File: src/rtl/rv32_pkg.sv
// Shared state/owner encodings for the unified memory arbiter.
package rv32_pkg;

    typedef enum logic [1:0] {
        ARB_IDLE,
        ARB_GRANT_IF,
        ARB_GRANT_DM,
        ARB_RESP
    } arb_state_t;

    typedef enum logic {
        OWN_IF = 1'b0,
        OWN_DM = 1'b1
    } arb_owner_t;

endpackage

File: src/rtl/unified_mem_arbiter.sv
// Shares one single-ported memory between fetch and LSU with data-over-fetch priority.
// Define ARB_FAIRNESS_EN to force a fetch grant after MAX_DM_STREAK contended data grants.
module unified_mem_arbiter
    import rv32_pkg::*;
#(
    parameter int ADDR_W        = 32,
    parameter int DATA_W        = 32,
    parameter int MAX_DM_STREAK = 4
) (
    input  logic                clk,
    input  logic                resetn,
    input  logic                if_req,
    input  logic [ADDR_W-1:0]   if_addr,
    output logic                imem_ready,
    output logic [DATA_W-1:0]   imem_rdata,
    input  logic                dm_req,
    input  logic                dm_we,
    input  logic [ADDR_W-1:0]   dm_addr,
    input  logic [DATA_W-1:0]   dm_wdata,
    input  logic [DATA_W/8-1:0] dm_be,
    output logic                dmem_ready,
    output logic [DATA_W-1:0]   dmem_rdata,
    output logic                mem_req,
    output logic                mem_we,
    output logic [ADDR_W-1:0]   mem_addr,
    output logic [DATA_W-1:0]   mem_wdata,
    output logic [DATA_W/8-1:0] mem_be,
    input  logic                mem_ack,
    input  logic [DATA_W-1:0]   mem_rdata,
    output logic                arb_owner
);

    localparam int BE_W = DATA_W / 8;

    arb_state_t          state_q, state_d;
    arb_owner_t          owner_q;
    logic                grant_if, grant_dm, fetch_forced;
    logic                in_grant, owner_req, aborted_q;
    logic                mem_req_q, mem_we_q;
    logic [ADDR_W-1:0]   mem_addr_q;
    logic [DATA_W-1:0]   mem_wdata_q;
    logic [BE_W-1:0]     mem_be_q;
    logic [DATA_W-1:0]   imem_rdata_q, dmem_rdata_q;

`ifdef ARB_FAIRNESS_EN
    localparam int STREAK_W = $clog2(MAX_DM_STREAK + 1);
    logic [STREAK_W-1:0] streak_q, streak_d;

    assign fetch_forced = (streak_q == STREAK_W'(MAX_DM_STREAK));

    // Only data grants made while fetch is waiting count; an idle fetch side resets the streak.
    always_comb begin
        streak_d = streak_q;
        if (state_q == ARB_IDLE) begin
            if (!if_req || grant_if)
                streak_d = '0;
            else if (grant_dm && !fetch_forced)
                streak_d = streak_q + 1'b1;
        end
    end

    always_ff @(posedge clk or negedge resetn) begin
        if (!resetn) streak_q <= '0;
        else         streak_q <= streak_d;
    end
`else
    logic unused_streak_cfg;
    assign fetch_forced      = 1'b0;
    assign unused_streak_cfg = (MAX_DM_STREAK > 0);
`endif

    assign grant_if  = (state_q == ARB_IDLE) && if_req && (!dm_req || fetch_forced);
    assign grant_dm  = (state_q == ARB_IDLE) && dm_req && !grant_if;
    assign in_grant  = (state_q == ARB_GRANT_IF) || (state_q == ARB_GRANT_DM);
    assign owner_req = (owner_q == OWN_DM) ? dm_req : if_req;

    always_ff @(posedge clk or negedge resetn) begin
        if (!resetn) state_q <= ARB_IDLE;
        else         state_q <= state_d;
    end

    always_comb begin
        state_d = state_q;
        case (state_q)
            ARB_IDLE: begin
                if (grant_dm)      state_d = ARB_GRANT_DM;
                else if (grant_if) state_d = ARB_GRANT_IF;
            end
            ARB_GRANT_IF,
            ARB_GRANT_DM: if (mem_ack) state_d = ARB_RESP;
            ARB_RESP:     state_d = ARB_IDLE;
            default:      state_d = ARB_IDLE;
        endcase
    end

    // A requester that withdrew mid-transaction gets no completion pulse.
    always_comb begin
        imem_ready = ~if_req;
        dmem_ready = ~dm_req;
        if (state_q == ARB_RESP && !aborted_q) begin
            if (owner_q == OWN_IF) imem_ready = 1'b1;
            else                   dmem_ready = 1'b1;
        end
    end

    always_ff @(posedge clk or negedge resetn) begin
        if (!resetn) begin
            owner_q     <= OWN_IF;
            mem_req_q   <= 1'b0;
            mem_we_q    <= 1'b0;
            mem_addr_q  <= '0;
            mem_wdata_q <= '0;
            mem_be_q    <= '0;
        end else if (grant_dm) begin
            owner_q     <= OWN_DM;
            mem_req_q   <= 1'b1;
            mem_we_q    <= dm_we;
            mem_addr_q  <= dm_addr;
            mem_wdata_q <= dm_wdata;
            mem_be_q    <= dm_we ? dm_be : '1;
        end else if (grant_if) begin
            owner_q     <= OWN_IF;
            mem_req_q   <= 1'b1;
            mem_we_q    <= 1'b0;
            mem_addr_q  <= if_addr;
            mem_wdata_q <= '0;
            mem_be_q    <= '1;
        end else if (in_grant && mem_ack) begin
            mem_req_q   <= 1'b0;
        end
    end

    always_ff @(posedge clk or negedge resetn) begin
        if (!resetn)                    aborted_q <= 1'b0;
        else if (state_q == ARB_IDLE)   aborted_q <= 1'b0;
        else if (in_grant && !owner_req) aborted_q <= 1'b1;
    end

    // Stores leave the load data register untouched.
    always_ff @(posedge clk or negedge resetn) begin
        if (!resetn) begin
            imem_rdata_q <= '0;
            dmem_rdata_q <= '0;
        end else if (in_grant && mem_ack) begin
            if (owner_q == OWN_IF) imem_rdata_q <= mem_rdata;
            else if (!mem_we_q)    dmem_rdata_q <= mem_rdata;
        end
    end

    assign mem_req    = mem_req_q;
    assign mem_we     = mem_we_q;
    assign mem_addr   = mem_addr_q;
    assign mem_wdata  = mem_wdata_q;
    assign mem_be     = mem_be_q;
    assign imem_rdata = imem_rdata_q;
    assign dmem_rdata = dmem_rdata_q;
    assign arb_owner  = owner_q;

endmodule
File: config.mk
export PLATFORM = sky130hd
export DESIGN_NAME = unified_mem_arbiter
export DESIGN_NICKNAME = d
export VERILOG_FILES = /design/src/rtl/rv32_pkg.sv /design/src/rtl/unified_mem_arbiter.sv
export SDC_FILE = /design/constraint.sdc
export NUM_CORES = 1
export LEC_CHECK = 0
export ABC_AREA = 1
export CAP_MARGIN = 20
export CORE_MARGIN = 3
export CORE_UTILIZATION = 44
export CTS_CLUSTER_DIAMETER = 50
export DETAILED_ROUTE_END_ITERATION = 8
export GPL_TIMING_DRIVEN = 0
export PLACE_DENSITY_LB_ADDON = 0.25
export SLEW_MARGIN = 20
export SYNTH_ARGS = -nofsm -noshare
export SYNTH_HDL_FRONTEND = slang
export SYNTH_SLANG_ARGS = --single-unit
File: constraint.sdc
create_clock -name clk -period 2.6 [get_ports clk]
set_input_delay 0.39 -clock clk [delete_from_list [all_inputs] [get_ports clk]]
set_output_delay 0.39 -clock clk [all_outputs]
set_load 0.005 [all_outputs]
==> impl.org <==
** Outcome
- Status :: finished clean

** STA
- Setup skew after layout :: 5.513 ps
- The total count of max-transition violations in the final report was 0.
- Based on the critical path, the design can be clocked at up to 0.4545 GHz.
- For the pin with the worst max-slew slack, the measured transition is 540.1 ps.
- The worst path needs 2200 ps of the cycle, external delays included.
- Endpoints failing hold :: 0
- Setup repair after global routing left no endpoint under its margin.
- After layout, the worst setup slack is 399.6 ps.
- Hold timing on the final database bottoms out at a slack of 466.4 ps.
- Share of the clock period used by the worst path :: 84.63%
- Final number of setup-violating endpoints :: 0
- In this run the tightest slew margin relative to its limit is 63.99%.
- Total Neg Setup Slack :: 0 ps

** Synthesis
- Counting every instance in the synthesized netlist gives 646.
- During synthesis, Yosys emitted a total of 0 warnings.
- Portion of the post-synthesis area used by sequential elements :: 60.79%
- After synthesis, the mean cell area works out to 8.793 um2.
- Summing every instance area after synthesis gives 0.005680 mm2.
- Counting distinct cell types in the post-synthesis netlist gives 17.
- Synthesis produced a netlist with a net count of 787.
- Count of state elements after synthesis :: 138

** Die
- The die is 119.6 um tall.
- # rows :: 40
- Starting Density :: 46.14%
- Full die area :: 0.01431 mm2
- Die boundary width :: 119.6 um
- The core region is 0.01231 mm2.
- Num ports :: 275

** Min path
- Hold wc startpoint :: mem_wdata[18]$_DFFE_PN0P_
- The worst hold path belongs to the class reg -> reg.
- The worst hold path was traced through 2 stages.
- For hold timing, the worst endpoint is mem_wdata[18]$_DFFE_PN0P_.

** Global routing
- GR Util All Layers :: 25.05%
- First-pass GRT wire length :: 28120 um
- For this run the aggregate overflow at the end of global routing stands at 0.
- The initial antenna violation count was 0.
- Vias in the first global route :: 5392
- Entering global routing, the biggest net connects 72 pins.

** Cells and area
- Cells with a size suffix above 1 make up 6.289% of the layout.
- After the flow finishes, the layout carries non-filler instances totaling 1122.
- The net count of the finished layout is 1082.
- Diode insertion count for antenna repair :: 0
- Relative to the synthesized area, the layout overhead comes to 63.83%.
- Once layout is complete, the utilization of the core stands at 75.59%.

** Detailed routing
- Drt drc :: 0
- After detailed routing, the average wire length per cell comes to 15.99 um.
- Using the TritonRoute via totals, the vias-per-cell ratio works out to 4.805.
- Number of nets still failing antenna checks after routing :: 0
- Number of vias after detailed routing :: 5391
- After detailed routing, the total wire length is 17940 um.
- Iter 0 DRT Violations :: 265
- The pre-antenna-repair detailed-routing pass consisted of 4 iterations.

** Setup path
- In this run the worst path has a maximum fanout of 5.
- Crit end category :: output port
- Critical-path cell list :: inv_1 > o21ai_0 > clkdlybuf4s50_1
- On the critical path the largest part of the delay comes from buffers and inverters.
- Reg-to-reg setup timing slack :: 770 ps
- Cell with the largest stage delay on the worst path :: sky130_fd_sc_hd__clkdlybuf4s50_1
- Arr. time, crit path :: 1810 ps
- FF-to-FF path depth :: 7
- STA classifies the critical path startpoint as a register.
- Reg-to-reg startpoint :: state_q[0]$_DFFE_PN0P_
- Data required, critical path :: 2210 ps
- Together, buffers and inverters on the worst path number 2.
- Type of the worst setup path :: reg -> out
- Critical register-to-register path endpoint :: imem_rdata[5]$_DFFE_PN0P_
- Max stage delay on crit path :: 630 ps

** CTS
- The clock passes through at most 2 buffers.
- TritonCTS built the clock tree.
- After clock tree synthesis, the repair step resized 0 gates.
- The clock reaches the later pin of the worst-skew pair after 410 ps.
- Post-CTS Repair Setup Buffers :: 0
- The tree built by TritonCTS fans out to 138 sinks.
- After clock tree synthesis, the clock-pin slew on the worst setup and hold paths is 60 ps.
- The cell sitting at the root of the clock tree is a sky130_fd_sc_hd__clkbuf_16.
- Number of clock buffers inserted by TritonCTS :: 17
- In this run the number of H-tree levels came out at 4.
- The number of hold buffers added after CTS was 1.

** Power and ir drop
- For this design the ratio of total power to cell area is 1156 mW/mm2.
- Maximum VDD drop :: 0.7097 mV
- For this design the static power due to leakage is 4.591 nW.

** Place
- Port Buffers :: 274
- Routability-driven placement finished with a final weighted congestion of 0.7461.
- At the placement stage, the worst setup path has a slack of 558.3 ps.
- HPWL after DPL :: 13040 um
- Once placement completed, the tool counted placed cells totaling 1089.

** Run
- Across the run, the number of max-cap violations was 0.
final cells by class:
type                            count  area (um2)
Sequential cell                   138        3453
Fill cell                         893        3005
Timing Repair Buffer              276        2785
Multi-Input combinational cell    400        1758
Clock buffer                       22       464.2
Inverter                           75       281.5
Tap cell                          168       210.2
Buffer                             33       187.7
Clock inverter                     10       166.4
synth_stat cells:
library cell / count / share of area (%)
sky130_fd_sc_hd__a21oi_1: 1 / 0.088
sky130_fd_sc_hd__buf_2: 15 / 1.3
sky130_fd_sc_hd__buf_4: 6 / 0.79
sky130_fd_sc_hd__buf_6: 3 / 0.59
sky130_fd_sc_hd__clkbuf_1: 9 / 0.59
sky130_fd_sc_hd__dfrtp_1: 138 / 61
sky130_fd_sc_hd__ha_1: 3 / 0.66
sky130_fd_sc_hd__inv_1: 72 / 4.8
sky130_fd_sc_hd__inv_2: 3 / 0.20
sky130_fd_sc_hd__nand2_1: 276 / 18
sky130_fd_sc_hd__nand2_2: 1 / 0.11
sky130_fd_sc_hd__nand3_1: 6 / 0.53
sky130_fd_sc_hd__nand3_4: 1 / 0.31
sky130_fd_sc_hd__nor2_1: 12 / 0.79
sky130_fd_sc_hd__o211ai_1: 32 / 4.2
sky130_fd_sc_hd__o21ai_0: 62 / 5.5
sky130_fd_sc_hd__o21ai_1: 6 / 0.53
where the power goes:
group / total, mW / internal, mW / switching [mW] / leakage [nW]
clock network: 2.57 / 1.66 / 0.914 / 0.301
logic: 4.52 / 2.49 / 2.03 / 2.55
registers: 3.67 / 3.14 / 0.523 / 1.74
worst reg2reg max path, cell delays in order (launching register included):
cell and delay (ps):
sky130_fd_sc_hd__dfrtp_1 370, sky130_fd_sc_hd__inv_1 70, sky130_fd_sc_hd__ha_1 340, sky130_fd_sc_hd__nand2_1 120, sky130_fd_sc_hd__inv_2 60, sky130_fd_sc_hd__nand2_2 160
sky130_fd_sc_hd__clkbuf_1 380, sky130_fd_sc_hd__o21ai_0 170
cell usage in the layout, fill, tap and decap left out, types with 2 or more instances in the layout:
| cell type | count |
|---|---|
| sky130_fd_sc_hd__buf_2 | 15 |
| sky130_fd_sc_hd__buf_4 | 6 |
| sky130_fd_sc_hd__buf_6 | 3 |
| sky130_fd_sc_hd__bufinv_16 | 4 |
| sky130_fd_sc_hd__clkbuf_1 | 12 |
| sky130_fd_sc_hd__clkbuf_16 | 17 |
| sky130_fd_sc_hd__clkbuf_8 | 2 |
| sky130_fd_sc_hd__clkdlybuf4s50_1 | 273 |
| sky130_fd_sc_hd__clkinv_4 | 3 |
| sky130_fd_sc_hd__clkinvlp_4 | 2 |
| sky130_fd_sc_hd__dfrtp_1 | 138 |
| sky130_fd_sc_hd__ha_1 | 3 |
| sky130_fd_sc_hd__inv_1 | 72 |
| sky130_fd_sc_hd__inv_2 | 3 |
| sky130_fd_sc_hd__nand2_1 | 276 |
| sky130_fd_sc_hd__nand3_1 | 6 |
| sky130_fd_sc_hd__nor2_1 | 12 |
| sky130_fd_sc_hd__o211ai_1 | 32 |
| sky130_fd_sc_hd__o21ai_0 | 62 |
| sky130_fd_sc_hd__o21ai_1 | 6 |
logic make-up (layout without fill, tap and decap cells):
| kind of cell | count (synthesis) | in the layout | share of synthesized area (%) |
|---|---|---|---|
| AOI/OAI and AO/OA | 101 | 101 | 10.31 |
| adders and majority gates | 3 | 3 | 0.6609 |
| buffers and inverters | 108 | 416 | 8.260 |
| DFF | 138 | 138 | 60.79 |
| and+or+nand+nor | 296 | 296 | 19.98 |
stage by stage:
step                cell area, um2  total power, mW
floorplan                     5680            5.398
global placement              8633            8.100
detailed placement            8666            8.221
CTS                           9306            10.86
global route                  9306            11.44
finish                        9306            10.76
sequential cells by signal (all words and copies together), names as in the netlist:
name	count
imem_rdata	32
arb_owner	1
aborted_q	1
state_q	2
mem_req	1
mem_wdata	32
mem_addr	32
mem_be	4
mem_we	1
dmem_rdata	32
how the worst max path moves through the flow:
stage / from / end / slack [ps] / depth (start not counted)
after detailed placement: dm_req / dmem_ready / 560 / 3
after global placement: resetn / mem_wdata[23]$_DFFE_PN0P_ / -4430 / 1
final: arb_owner$_DFFE_PN0P_ / dmem_ready / 400 / 3
after global routing: arb_owner$_DFFE_PN0P_ / dmem_ready / 310 / 3
after floorplan: state_q[0]$_DFFE_PN0P_ / dmem_rdata[10]$_DFFE_PN0P_ / 1160 / 8
after CTS: arb_owner$_DFFE_PN0P_ / dmem_ready / 380 / 3
per-layer routing:
layer  global-route usage, %  part of all wire [%]  wire (um)
met1                   28.54                    39       6968
met2                   42.94                    50       8927
met3                   10.60                    10       1793
met4                   7.588                   1.4        250
met5                       0                     0          0
No activity file was read; power rests on OpenSTA's default activity.
